## src/rtl/burst_master_spi.sv

```systemverilog
// Multi-slave SPI master: runs bursts of WordLen-bit words under one chip select, all CPOL/CPHA modes.
// Define SPI_LOOPBACK_EN to add LoopEn, which feeds the registered MOSI back into the sampler.
module burst_master_spi #(
   parameter int unsigned SysClk     = 100000000,
   parameter int unsigned SPIClkFreq = 10000000,
   parameter int unsigned WordLen    = 8,
   parameter int unsigned NumSlaves  = 4,
   localparam int unsigned SelW      = (NumSlaves > 1) ? $clog2(NumSlaves) : 1
) (
   input  logic                 clk,
   input  logic                 reset,
   input  logic                 CPOL,
   input  logic                 CPHA,
   input  logic                 Endianess,
   input  logic [SelW-1:0]      SlaveSel,
   input  logic [7:0]           BurstLen,
   input  logic                 Start,
   input  logic [WordLen-1:0]   TxData,
   input  logic                 TxValid,
   output logic                 TxReady,
   output logic [WordLen-1:0]   RxData,
   output logic                 RxValid,
   output logic                 Busy,
   output logic                 Done,
   output logic                 SCLK,
   output logic                 MOSI,
`ifdef SPI_LOOPBACK_EN
   input  logic                 LoopEn,
`endif
   input  logic                 MISO,
   output logic [NumSlaves-1:0] SS_n
);

   localparam int unsigned H    = SysClk / (2 * SPIClkFreq);
   localparam int unsigned CntW = (H > 1) ? $clog2(H) : 1;
   localparam int unsigned HpW  = $clog2(2 * WordLen);

   typedef enum logic [2:0] {IDLE, SETUP, LOAD, SHIFT, GAP, HOLD} state_e;

   state_e                 state_q, state_d;
   logic [CntW-1:0]        cnt_q, cnt_d;
   logic [HpW-1:0]         hp_q, hp_d;
   logic [7:0]             words_q, words_d;
   logic                   cpol_q, cpol_d, cpha_q, cpha_d, endian_q, endian_d;
   logic [SelW-1:0]        sel_q, sel_d;
   logic [WordLen-1:0]     tx_sr_q, tx_sr_d, rx_sr_q, rx_sr_d, rx_data_q, rx_data_d;
   logic                   sclk_q, sclk_d, mosi_q, mosi_d;
   logic                   tx_ready_q, tx_ready_d, rx_valid_q, rx_valid_d;
   logic                   busy_q, busy_d, done_q, done_d;
   logic [NumSlaves-1:0]   ss_n_q, ss_n_d;
   logic                   half_end_c, sel_ok_c, miso_c;

`ifdef SPI_LOOPBACK_EN
   assign miso_c = LoopEn ? mosi_q : MISO;
`else
   assign miso_c = MISO;
`endif

   function automatic logic head_bit(input logic [WordLen-1:0] w, input logic lsb_first);
      return lsb_first ? w[0] : w[WordLen-1];
   endfunction

   function automatic logic [WordLen-1:0] shift_out(input logic [WordLen-1:0] w, input logic lsb_first);
      return lsb_first ? (w >> 1) : (w << 1);
   endfunction

   function automatic logic [WordLen-1:0] shift_in(input logic [WordLen-1:0] w, input logic b,
                                                    input logic lsb_first);
      return lsb_first ? {b, w[WordLen-1:1]} : {w[WordLen-2:0], b};
   endfunction

   // State and datapath registers
   always_ff @(posedge clk) begin
      if (!reset) begin
         state_q    <= IDLE;
         cnt_q      <= '0;
         hp_q       <= '0;
         words_q    <= '0;
         cpol_q     <= 1'b0;
         cpha_q     <= 1'b0;
         endian_q   <= 1'b0;
         sel_q      <= '0;
         tx_sr_q    <= '0;
         rx_sr_q    <= '0;
         rx_data_q  <= '0;
         sclk_q     <= 1'b0;
         mosi_q     <= 1'b0;
         tx_ready_q <= 1'b0;
         rx_valid_q <= 1'b0;
         busy_q     <= 1'b0;
         done_q     <= 1'b0;
         ss_n_q     <= '1;
      end else begin
         state_q    <= state_d;
         cnt_q      <= cnt_d;
         hp_q       <= hp_d;
         words_q    <= words_d;
         cpol_q     <= cpol_d;
         cpha_q     <= cpha_d;
         endian_q   <= endian_d;
         sel_q      <= sel_d;
         tx_sr_q    <= tx_sr_d;
         rx_sr_q    <= rx_sr_d;
         rx_data_q  <= rx_data_d;
         sclk_q     <= sclk_d;
         mosi_q     <= mosi_d;
         tx_ready_q <= tx_ready_d;
         rx_valid_q <= rx_valid_d;
         busy_q     <= busy_d;
         done_q     <= done_d;
         ss_n_q     <= ss_n_d;
      end
   end

   assign half_end_c = (cnt_q == CntW'(H - 1));

   // Next-state, half-period timing and shift logic
   always_comb begin
      state_d    = state_q;
      cnt_d      = cnt_q;
      hp_d       = hp_q;
      words_d    = words_q;
      cpol_d     = cpol_q;
      cpha_d     = cpha_q;
      endian_d   = endian_q;
      sel_d      = sel_q;
      tx_sr_d    = tx_sr_q;
      rx_sr_d    = rx_sr_q;
      rx_data_d  = rx_data_q;
      sclk_d     = sclk_q;
      mosi_d     = mosi_q;
      rx_valid_d = 1'b0;
      done_d     = 1'b0;
      sel_ok_c   = 1'b0;
      for (int i = 0; i < NumSlaves; i++) begin
         if (SlaveSel == SelW'(i)) sel_ok_c = 1'b1;
      end

      case (state_q)
         IDLE: begin
            sclk_d = cpol_q;
            // a Start coinciding with the Done strobe is dropped
            if (Start && !done_q && sel_ok_c) begin
               cpol_d   = CPOL;
               cpha_d   = CPHA;
               endian_d = Endianess;
               sel_d    = SlaveSel;
               words_d  = BurstLen;
               sclk_d   = CPOL;
               cnt_d    = '0;
               state_d  = SETUP;
            end
         end
         SETUP, GAP: begin
            if (half_end_c) begin
               cnt_d   = '0;
               state_d = LOAD;
            end else begin
               cnt_d = cnt_q + CntW'(1);
            end
         end
         LOAD: begin
            if (TxValid && tx_ready_q) begin
               hp_d    = '0;
               cnt_d   = '0;
               state_d = SHIFT;
               if (cpha_q) begin
                  tx_sr_d = TxData;
               end else begin
                  mosi_d  = head_bit(TxData, endian_q);
                  tx_sr_d = shift_out(TxData, endian_q);
               end
            end
         end
         SHIFT: begin
            if (half_end_c) begin
               cnt_d  = '0;
               sclk_d = ~sclk_q;
               // even half-periods end on the leading edge, odd ones on the trailing edge
               if (hp_q[0] == cpha_q) begin
                  rx_sr_d = shift_in(rx_sr_q, miso_c, endian_q);
                  if ((hp_q >> 1) == HpW'(WordLen - 1)) begin
                     rx_data_d  = rx_sr_d;
                     rx_valid_d = 1'b1;
                  end
               end else begin
                  mosi_d  = head_bit(tx_sr_q, endian_q);
                  tx_sr_d = shift_out(tx_sr_q, endian_q);
               end
               if (hp_q == HpW'(2 * WordLen - 1)) begin
                  if (words_q == 8'd0) begin
                     state_d = HOLD;
                  end else begin
                     words_d = words_q - 8'd1;
                     state_d = GAP;
                  end
               end else begin
                  hp_d = hp_q + HpW'(1);
               end
            end else begin
               cnt_d = cnt_q + CntW'(1);
            end
         end
         HOLD: begin
            if (half_end_c) begin
               cnt_d   = '0;
               state_d = IDLE;
               done_d  = 1'b1;
            end else begin
               cnt_d = cnt_q + CntW'(1);
            end
         end
         default: state_d = IDLE;
      endcase

      tx_ready_d = (state_d == LOAD);
      busy_d     = (state_d != IDLE);
      ss_n_d     = '1;
      if (state_d != IDLE) begin
         for (int i = 0; i < NumSlaves; i++) begin
            if (sel_d == SelW'(i)) ss_n_d[i] = 1'b0;
         end
      end
   end

   assign TxReady = tx_ready_q;
   assign RxData  = rx_data_q;
   assign RxValid = rx_valid_q;
   assign Busy    = busy_q;
   assign Done    = done_q;
   assign SCLK    = sclk_q;
   assign MOSI    = mosi_q;
   assign SS_n    = ss_n_q;

endmodule

```

## config.mk

```make
export PLATFORM = sky130hd
export DESIGN_NAME = burst_master_spi
export DESIGN_NICKNAME = d
export VERILOG_FILES = /design/src/rtl/burst_master_spi.sv
export SDC_FILE = /design/constraint.sdc
export NUM_CORES = 1
export LEC_CHECK = 0
export BUFFER_PORTS_ARGS = -buffer_cell sky130_fd_sc_hd__buf_4
export CAP_MARGIN = 20
export CELL_PAD_IN_SITES_DETAIL_PLACEMENT = 0
export CELL_PAD_IN_SITES_GLOBAL_PLACEMENT = 2
export CORE_AREA = 2 2 103 105
export DETAILED_ROUTE_END_ITERATION = 12
export DIE_AREA = 0 0 105 107
export PLACE_DENSITY = 0.8
export REMOVE_ABC_BUFFERS = 1
export SLEW_MARGIN = 25
export SYNTH_ARGS = -nofsm -noshare
export SYNTH_HDL_FRONTEND = slang
export SYNTH_SLANG_ARGS = --single-unit
```

## constraint.sdc

```tcl
create_clock -name clk -period 2.35 [get_ports clk]
set_input_delay 0.1175 -clock clk [delete_from_list [all_inputs] [get_ports clk]]
set_output_delay 0.1175 -clock clk [all_outputs]
set_load 0.005 [all_outputs]
```

==> results of run 1 <==
## power by group through the flow
| stage | clock, µW | combinational [µW] | sequential, µW |
|---|---|---|---|
| 2_1_floorplan | 0 | 123 | 1040 |
| 3_3_place_gp | 0 | 232 | 1030 |
| 4_1_cts | 973 | 236 | 1010 |
| 6_report | 939 | 234 | 1010 |
| 5_1_grt | 1020 | 263 | 1010 |
| 3_5_place_dp | 0 | 235 | 1030 |
## worst reg2reg max path, delay by kind of cell (launching register included)
family | cells | cell delay [ps]
flops | 1 | 700
simple gates | 2 | 470
compound gates | 3 | 910
## cell families (layout without fill, tap and decap cells)
family	count (synthesis)	after routing	synth area share
AO/OA/AOI/OAI	97	97	0.222
XOR/XNOR	4	4	0.0117
adder cells (fa/ha/maj)	5	5	0.0210
buffers and inverters	30	77	0.0436
flip-flops	57	57	0.383
multiplexers	25	25	0.0885
AND/OR/NAND/NOR	134	134	0.231
## synth_stat cells (5+ instances only)
library cell,instances,area [µm²]
nand2_1,59,221
dfxtp_1,57,1140
a21oi_1,23,115
mux2i_1,23,230
o21ai_0,21,105
nor2_1,20,75.1
o211a_1,17,170
clkbuf_1,14,52.6
nand3_1,9,45.0
a21boi_0,8,60.1
inv_1,6,22.5
o22ai_1,6,37.5
buf_2,5,25.0
ha_1,5,62.6
nor3_1,5,25.0
## routing by layer
| layer | GRT usage | wire length [µm] |
|---|---|---|
| met5 | 0 | 0 |
| met1 | 0.178 | 3520 |
| met3 | 0.0438 | 438 |
| met2 | 0.214 | 3240 |
| met4 | 0.0476 | 126 |
## worst paths after layout
check,from,cells past startpoint,to
worst max register to register,state_q[0]$_SDFF_PN0_,5,words_q[5]$_SDFFE_PN0P_
worst min-delay path,CPHA,3,cpha_q$_SDFFE_PN0P_
worst min register to register,words_q[7]$_SDFFE_PN0P_,2,words_q[7]$_SDFFE_PN0P_
worst max-delay path,state_q[0]$_SDFF_PN0_,5,words_q[5]$_SDFFE_PN0P_
## stage by stage
step | setup slack [ps] | instance area (µm²)
detailed placement | 24.2 | 3460
global route | 35.5 | 3660
CTS | 1.21 | 3660
global placement | 207 | 3460
floorplan | 143 | 2880
finish | 193 | 3660
## cell type report
type	count	share of cell area
inverters	6	0.00615
multi-input cells	265	0.468
flip-flops and latches	57	0.311
clock inverters	7	0.0215
repair buffers	55	0.113
well taps	136	0.0464
clock buffers	9	0.0338
## registers in the layout, summed over array words and instances (netlist names), 2 cells and up
| name | cells |
|---|---|
| tx_sr_q | 8 |
| state_q | 3 |
| words_q | 8 |
| cnt_q | 3 |
| RxData | 8 |
| hp_q | 4 |
| rx_sr_q | 8 |
| SS_n | 4 |
| sel_q | 2 |
==> results.md, run 1 <==
- Die area: ~11,000 µm²
- Leakage: roughly 0.0016 µW
- CP bufs+invs: 0
- Ratio of cells with drive above 1 in the final layout: 0.193
- Worst path cell trace: nand3_1, a2111oi_0, a21oi_2, or2_0, a21boi_0
- Post-synth top flop: dfxtp_1
- Max VDD drop: roughly 0.42 mV
- Critical Path RT: around 2600 ps
- Final Total Pwr: 2180 µW
- Final wirelength: 7320 µm
- CTS resizes: 0
- DR WL/cell: 13.7 µm
- Setup crit start kind: flop
- Clock Skew: 9.88 ps
- Die Wd: approximately 110 µm
- IO Count: 44
- Pins Over Slew Limit: 0
- GRT overflow: 0
- Total track usage: 0.137
- First-pass GRT wire length: between 10,000 and 15,000 µm
- Register share of total power: 0.463
- Antenna diode count: 0
- Crit path max fanout: 16
- Comb pwr share: 0.107
- Internal power: ~1600 µW
- Max-Cap Viols: 0
- Post-Layout Cell Count: 535
- Sequential Area: 1140 µm²
- Most common cell after layout, fill and taps aside: nand2_1
- Max stage delay cell, worst path: dfxtp_1
- Yosys reg bits: 57
- Post-Route Setup TNS: 0 ps
- Initial core utilization: 0.296
- I/O Buffers: 43
- CTS tree: built
- Synth warn: 0
- Clock transition at the registers of the reported paths: 70 ps
- GP Congestion: around 0.85
- Endpoints failing hold: 0
- Largest net degree at the start of global routing: 60
- Fin util: 0.363
- Fill count: ~1.1k
- EDFF count, synth: 0
- Min Hold Slack: slightly above 60 ps
- Post-DP HPWL: between 5000 and 6000 µm
- Async SR Flop Fraction: 0
- Area of the mapped netlist: 2980 µm²
- Drt pass-1 iters: 4
- Flop2flop setup slack: a little under 200 ps
- Synthesized instance count: between 300 and 400
- DP Cell Count: around 520
- Crit-path leading delay family: compound AO/OA/AOI/OAI gates
- Post-CTS Setup Inserts: 0
- # hold bufs at CTS: 0
- Cts bufs inserted: 9
- Num rows: 37
- Area occupied by multi-input gates: approximately 1700 µm²
- DR vias/cell: 4.95
- Initial DRC Count: about 150
- Max-Slew Margin vs Limit: 0.594
- Vias in the first global route: approximately 2.6k
- Arrival time worst endpoint: 2420 ps
- Fmax: between 400 and 500 MHz
- Root buffer cell: clkbuf_8
- Final setup viols: 0
- Via count: between 2k and 3k
- Core ar.: between 10,000 and 15,000 µm²
- Crit end category: flop
- DR DRC count: 0
- Fin crit period: ~2200 ps
- Most frequent cells in the layout: nand2_1 (59), dfxtp_1 (57), buf_4 (55), mux2i_1 (23), a21oi_1 (22)
- Worst setup path class: flop to flop
- Area Growth Syn to Fin: 22.9%
- Clk sinks: 57
- Min-delay worst type: input pin to flop
- CTS HTree Levels: 3
- Clk Latency, worst-skew pair: between 300 and 400 ps
- Worst slew pin tran: 609 ps
- Antenna violations before repair: 0
- Cell variety after synth: 55
- Clock Path Buffers: 2
- RSZ-0062 raised after global routing: no
- Net Sw Frac: 0.268
- Final period util: 0.918
- Run status: complete, no violations
- Die Y: about 110 µm
- DRT antenna net count: 0
- Layout net count: 425
- Clock power frac: 0.430
- Register area share after synthesis: 0.383
- Sw power: ~600 µW
- CP max stage delay: about 700 ps
- PD cells: between 500 and 600 nW/µm²
- Avg Cell Area, Syn: 8.47 µm²
(Power assumes the default switching activity.)
==> run 2: changes to the inputs <==
ABC_AREA = 1   (was not set)
CORE_AREA = 2 2 104 106   (was 2 2 103 105)
DIE_AREA = 0 0 106 108   (was 0 0 105 107)
GPL_TIMING_DRIVEN = 0   (was not set)
HOLD_SLACK_MARGIN = 0.1   (was not set)
PLACE_DENSITY = 0.85   (was 0.8)
==> results.md, run 2 <==
- Min-delay worst type: input pin to flop
- Fin crit period: between 2000 and 2500 ps
- Worst setup path class: flop to flop
- RSZ-0062 raised after global routing: no
- Cts bufs inserted: 9
- CP max stage delay: roughly 430 ps
- Worst path most repeated cell: nor2_4
- Clock Path Buffers: 2
- Register area share after synthesis: 0.375
- Post-synth top flop: dfxtp_1
- Max-Cap Viols: 0
- Clk sinks: between 50 and 60
- Synthesized instance count: between 400 and 500
- Avg Cell Area, Syn: 6.80 µm²
- Initial DRC Count: approximately 80
- Run status: complete, no violations
- Final period util: 0.884
- Post-Route Setup TNS: 0 ps
- Critical path origin: state_q[0]$_SDFF_PN0_
- Yosys reg bits: 57
- DRT antenna net count: 0
- Largest net degree at the start of global routing: 36
- Synth warn: 0
- Max VDD drop: 0.293 mV
- Clock Skew: between 10 and 15 ps
- Worst min-delay path startpoint: BurstLen[1]
- Num rows: 37
- Pins Over Slew Limit: 0
- GRT overflow: 0
- Core ar.: 10,200 µm²
- Cell variety after synth: 32
- EDFF count, synth: 0
- Post-DP HPWL: about 5000 µm
- DR WL/cell: between 10 and 15 µm
- Via count: 2,859
- Top cells by count, synth: nand2_1 (96), dfxtp_1 (57), nor2_1 (57), a21oi_1 (41), inv_1 (39)
- Ratio of cells with drive above 1 in the final layout: 0.180
- Antenna diode count: 0
- Fin util: 0.367
- R2r startpoint: state_q[0]$_SDFF_PN0_
- Fmax: between 400 and 500 MHz
- Most frequent cells in the layout: nand2_1 (96), nor2_1 (57), dfxtp_1 (56), buf_4 (43), a21oi_1 (41)
- Largest cells by area after synthesis: dfxtp_1 (38%), nand2_1 (12%), nor2_1 (7.0%), a21oi_1 (6.7%), inv_1 (4.8%)
- Area of the mapped netlist: just over 3000 µm²
- PD cells: approximately 660 nW/µm²
- Top-area cell type share of the netlist area: 0.375
- First-pass GRT wire length: 12,500 µm
- Antenna violations before repair: 0
- GP Congestion: ~0.82
- Critical Path RT: approximately 2600 ps
- Clock transition at the registers of the reported paths: 80 ps
- Total track usage: 0.137
- Async SR Flop Fraction: 0
- Crit path max fanout: 22
- Layout net count: 520
- Vias in the first global route: roughly 2.6k
- Die Wd: between 100 and 150 µm
- Root buffer cell: clkbuf_8
- Arrival time worst endpoint: around 2300 ps
- Clk Latency, worst-skew pair: approximately 330 ps
- Worst slew pin tran: about 740 ps
- IO Count: 44
- Endpoints failing hold: 0
- CTS HTree Levels: 3
- Leakage: approximately 0.0016 µW
- CTS tree: built
- Most common cell after layout, fill and taps aside: nand2_1
- Die area: around 11,000 µm²
- DR vias/cell: roughly 4.5
- Post-CTS Setup Inserts: 0
- Max-Slew Margin vs Limit: 0.507
- Die Y: around 110 µm
- DR DRC count: 0
- Drt pass-1 iters: 4
- Area Growth Syn to Fin: 23.5%
- Worst path cell trace: nand2_1, nor2_4, nand3_2, nor2_4, inv_2, o21ai_0, a21oi_1
- Crit end category: flop
- Initial core utilization: 0.297
- Final setup viols: 0
- Setup crit start kind: flop
- Max stage delay cell, worst path: nor2_4
- Most numerous cell in the Yosys netlist: nand2_1
- I/O Buffers: 43
- Final wirelength: 7470 µm
- Largest area contributor in the netlist: dfxtp_1
[run 2: metrics by stage]
step | setup WS (ps) | total power, µW | std cells | area (µm²) | hold slack [ps]
floorplan | 560 | 1220 | 430 | 2960 | 203
global route | 40.6 | 2600 | 630 | 3750 | 144
detailed placement | 42.2 | 1330 | 609 | 3450 | 388
global placement | 37.3 | 1320 | 609 | 3450 | 390
finish | 273 | 2470 | 630 | 3750 | 120
CTS | 45.3 | 2510 | 630 | 3750 | 102
[run 2: critical path, delay by kind of cell, from the launching register on]
kind	cells	cell delay, ps
compound gates	2	230
buf+inv	1	190
flops	1	420
simple gates	4	1130
[run 2: path summary, 6_finish.rpt]
path	slack [ps]	endpoint	depth (start not counted)
min reg2reg	470	rx_sr_q[4]$_SDFFE_PN0P_	2
min	120	words_q[1]$_SDFFE_PN0P_	5
max	270	rx_sr_q[1]$_SDFFE_PN0P_	7
max reg2reg	270	rx_sr_q[1]$_SDFFE_PN0P_	7
[run 2: routing by layer]
metal  vias up  global-route usage  part of all wire
li1       1543                   -                 -
met1      1260               0.189              0.51
met2        52               0.214              0.44
met3         4              0.0229             0.040
met4         0              0.0564            0.0064
met5         -                   0                 0
[run 2: cells by family after synthesis]
kind of cell	share of synthesized area
compound gates	0.198
fa+ha+maj	0.0206
simple gates	0.293
mux	0.0165
xor+xnor	0.0115
flops	0.375
buf+inv	0.0860
[run 2: power breakdown]
group	switching (µW)	leakage, µW	internal (µW)
Clock	449	0.000124	716
Combinational	160	0.00102	121
Sequential	34.5	0.000464	993
[run 2: repair_timing]
item / in CTS / in global routing
endpoints found under the hold margin: 6 / 0
resized for setup: 0 / 1
hold buffers: 5 / 0
endpoints found under the setup margin: 0 / 16
[run 2: layout make-up]
class,count,area (µm²)
sequential,57,1140
multi-input combinational,326,1640
clock buffer,9,124
clock inverter,7,125
timing repair buffer,48,373
inverter,47,178
fill,1114,6480
tap,136,170
==> run 3: changes to the inputs <==
BUFFER_PORTS_ARGS = -buffer_cell sky130_fd_sc_hd__clkbuf_2   (was -buffer_cell sky130_fd_sc_hd__buf_4)
clock period = 2.4 ns   (was 2.35 ns; I/O delays follow)
==> results.md, run 3 (synthesis results as in run 2) <==
- Internal power: between 1500 and 2000 µW
- Area Growth Syn to Fin: 19.1%
- Leakage: between 0.0015 and 0.002 µW
- Core ar.: about 10,000 µm²
- GRT overflow: 0
- CP max stage delay: around 430 ps
- Most common cell after layout, fill and taps aside: nand2_1
- Critical Path RT: 2630 ps
- Clock Skew: between 15 and 20 ps
- Final period util: 0.875
- Worst Hold Path Cells: 5
- Largest net degree at the start of global routing: 36
- Fmax: 476 MHz
- Initial core utilization: 0.297
- Max-Cap Viols: 0
- Worst setup path class: flop to flop
- Most frequent cells in the layout: nand2_1 (96), nor2_1 (57), dfxtp_1 (56), clkbuf_2 (43), a21oi_1 (41)
- Worst path cell trace: nand2_1, nor2_4, nand3_2, nor2_4, inv_2, o21ai_0, a21oi_1
- Worst min-delay path startpoint: BurstLen[3]
- Clock Path Buffers: 2
- CTS HTree Levels: 3
- Ratio of cells with drive above 1 in the final layout: 0.179
- DR WL/cell: 11.8 µm
- Worst path most repeated cell: nor2_4
- Total track usage: 0.139
- Drt pass-1 iters: 5
- Initial DRC Count: between 80 and 90
- Arrival time worst endpoint: around 2300 ps
- PD cells: just over 600 nW/µm²
- Die Y: roughly 110 µm
- Reg-to-reg endpoint: rx_sr_q[0]$_SDFFE_PN0P_
- RSZ-0062 raised after global routing: no
- Clk Latency, worst-skew pair: between 300 and 400 ps
- DRT antenna net count: 0
- Clk sinks: between 50 and 60
- Via count: between 2k and 3k
- Net Sw Frac: 0.281
- Flop2flop setup slack: about 300 ps
- DR vias/cell: 4.62
- First-pass GRT wire length: ~13,000 µm
- Clock transition at the registers of the reported paths: 80 ps
- Max stage delay cell, worst path: nor2_4
- Register share of total power: 0.455
- Crit path max fanout: 22
- Die area: approximately 11,000 µm²
- CP bufs+invs: 1
- R2R depth: 7
- R2r startpoint: state_q[0]$_SDFF_PN0_
- Final setup viols: 0
- Antenna diode count: 0
- Run status: complete, no violations
- Pins Over Slew Limit: 0
- Crit-path leading delay family: simple AND/OR/NAND/NOR gates
- Crit end category: flop
- Final wirelength: 7450 µm
- Setup crit start kind: flop
- Min Hold Slack: around 110 ps
- IO Count: 44
- Comb pwr share: 0.120
- Max-Slew Margin vs Limit: 0.506
- Die Wd: 106 µm
- CP Depth: 7
- Cts bufs inserted: 9
- Max VDD drop: approximately 0.22 mV
- Min-delay worst type: input pin to flop
- Clock power frac: 0.425
- Layout net count: around 520
- CTS tree: built
- GP Congestion: between 0.7 and 0.8
- Critical path origin: state_q[0]$_SDFF_PN0_
- I/O Buffers: 43
- Vias in the first global route: 2,690
- Post-Route Setup TNS: 0 ps
- DR DRC count: 0
- Worst slew pin tran: roughly 740 ps
- Sw power: approximately 620 µW
- Root buffer cell: clkbuf_8
- Num rows: 37
- Antenna violations before repair: 0
- Hold EP: words_q[3]$_SDFFE_PN0P_
- Post-DP HPWL: a little over 5000 µm
- Fin crit period: 2100 ps
- Final Total Pwr: between 2000 and 2500 µW
- Endpoints failing hold: 0
## run 3: cell types whose count changed in the layout (fill, tap and decap cells not counted), sizes merged
cell         before  now
clkbuf            9   53
bufinv            3    1
inv              48   47
clkinvlp          0    3
dlygate4sd3       5    7
clkinv            3    2
buf              43    0
## run 3: through the flow
stage                     utilization  instance area [µm²]  setup WS, ps  instances
after global placement          0.327                 3340          86.4        609
after floorplan                     -                 2960           610        430
after global routing            0.354                 3620          45.6        632
after CTS                       0.353                 3620          27.4        632
final                           0.354                 3620           299        632
after detailed placement        0.327                 3340          44.4        609
## run 3: worst max-delay path by stage
stage,slack [ps],endpoint
after floorplan,610,rx_sr_q[1]$_SDFFE_PN0P_
after global placement,90,rx_sr_q[0]$_SDFFE_PN0P_
after detailed placement,40,rx_sr_q[0]$_SDFFE_PN0P_
after CTS,30,rx_sr_q[0]$_SDFFE_PN0P_
after global routing,50,rx_sr_q[3]$_SDFFE_PN0P_
final,300,rx_sr_q[0]$_SDFFE_PN0P_
## run 3: worst min-delay path, delay by kind of cell
family | cells | cell delay [ps]
AND/OR/NAND/NOR | 3 | 160
AO/OA/AOI/OAI | 1 | 50
buffers and inverters | 1 | 80
## run 3: metal layers
metal  up-vias  global-route usage  wire length (µm)
met5         -                   0                 0
met2        52               0.218              3310
met1      1310               0.186              3820
met3         9              0.0277               228
li1       1548                   -                 -
met4         0              0.0564                98
## run 3: power by group through the flow
stage / Clock (µW) / Combinational, µW / Sequential [µW]
3_5_place_dp: 0 / 258 / 1030
5_1_grt: 1010 / 306 / 1010
2_1_floorplan: 0 / 179 / 1020
4_1_cts: 974 / 268 / 1000
6_report: 939 / 265 / 1000
3_3_place_gp: 0 / 256 / 1030
## run 3: what timing repair did
| action | 4_1_cts | 5_1_grt |
|---|---|---|
| gates resized for setup | 0 | 1 |
| hold buffers | 7 | 0 |
| endpoints found under the setup margin | 0 | 16 |
| setup buffers | 0 | 0 |
| endpoints found under the hold margin | 8 | 0 |
## run 3: final cells by class
| type | count | area [µm²] |
|---|---|---|
| well taps | 136 | 170 |
| repair buffers | 50 | 285 |
| clock inverters | 6 | 66.3 |
| inverters | 47 | 178 |
| clock buffers | 10 | 138 |
| fillers | 1120 | 6610 |
| multi-input cells | 326 | 1640 |
| flip-flops and latches | 57 | 1140 |
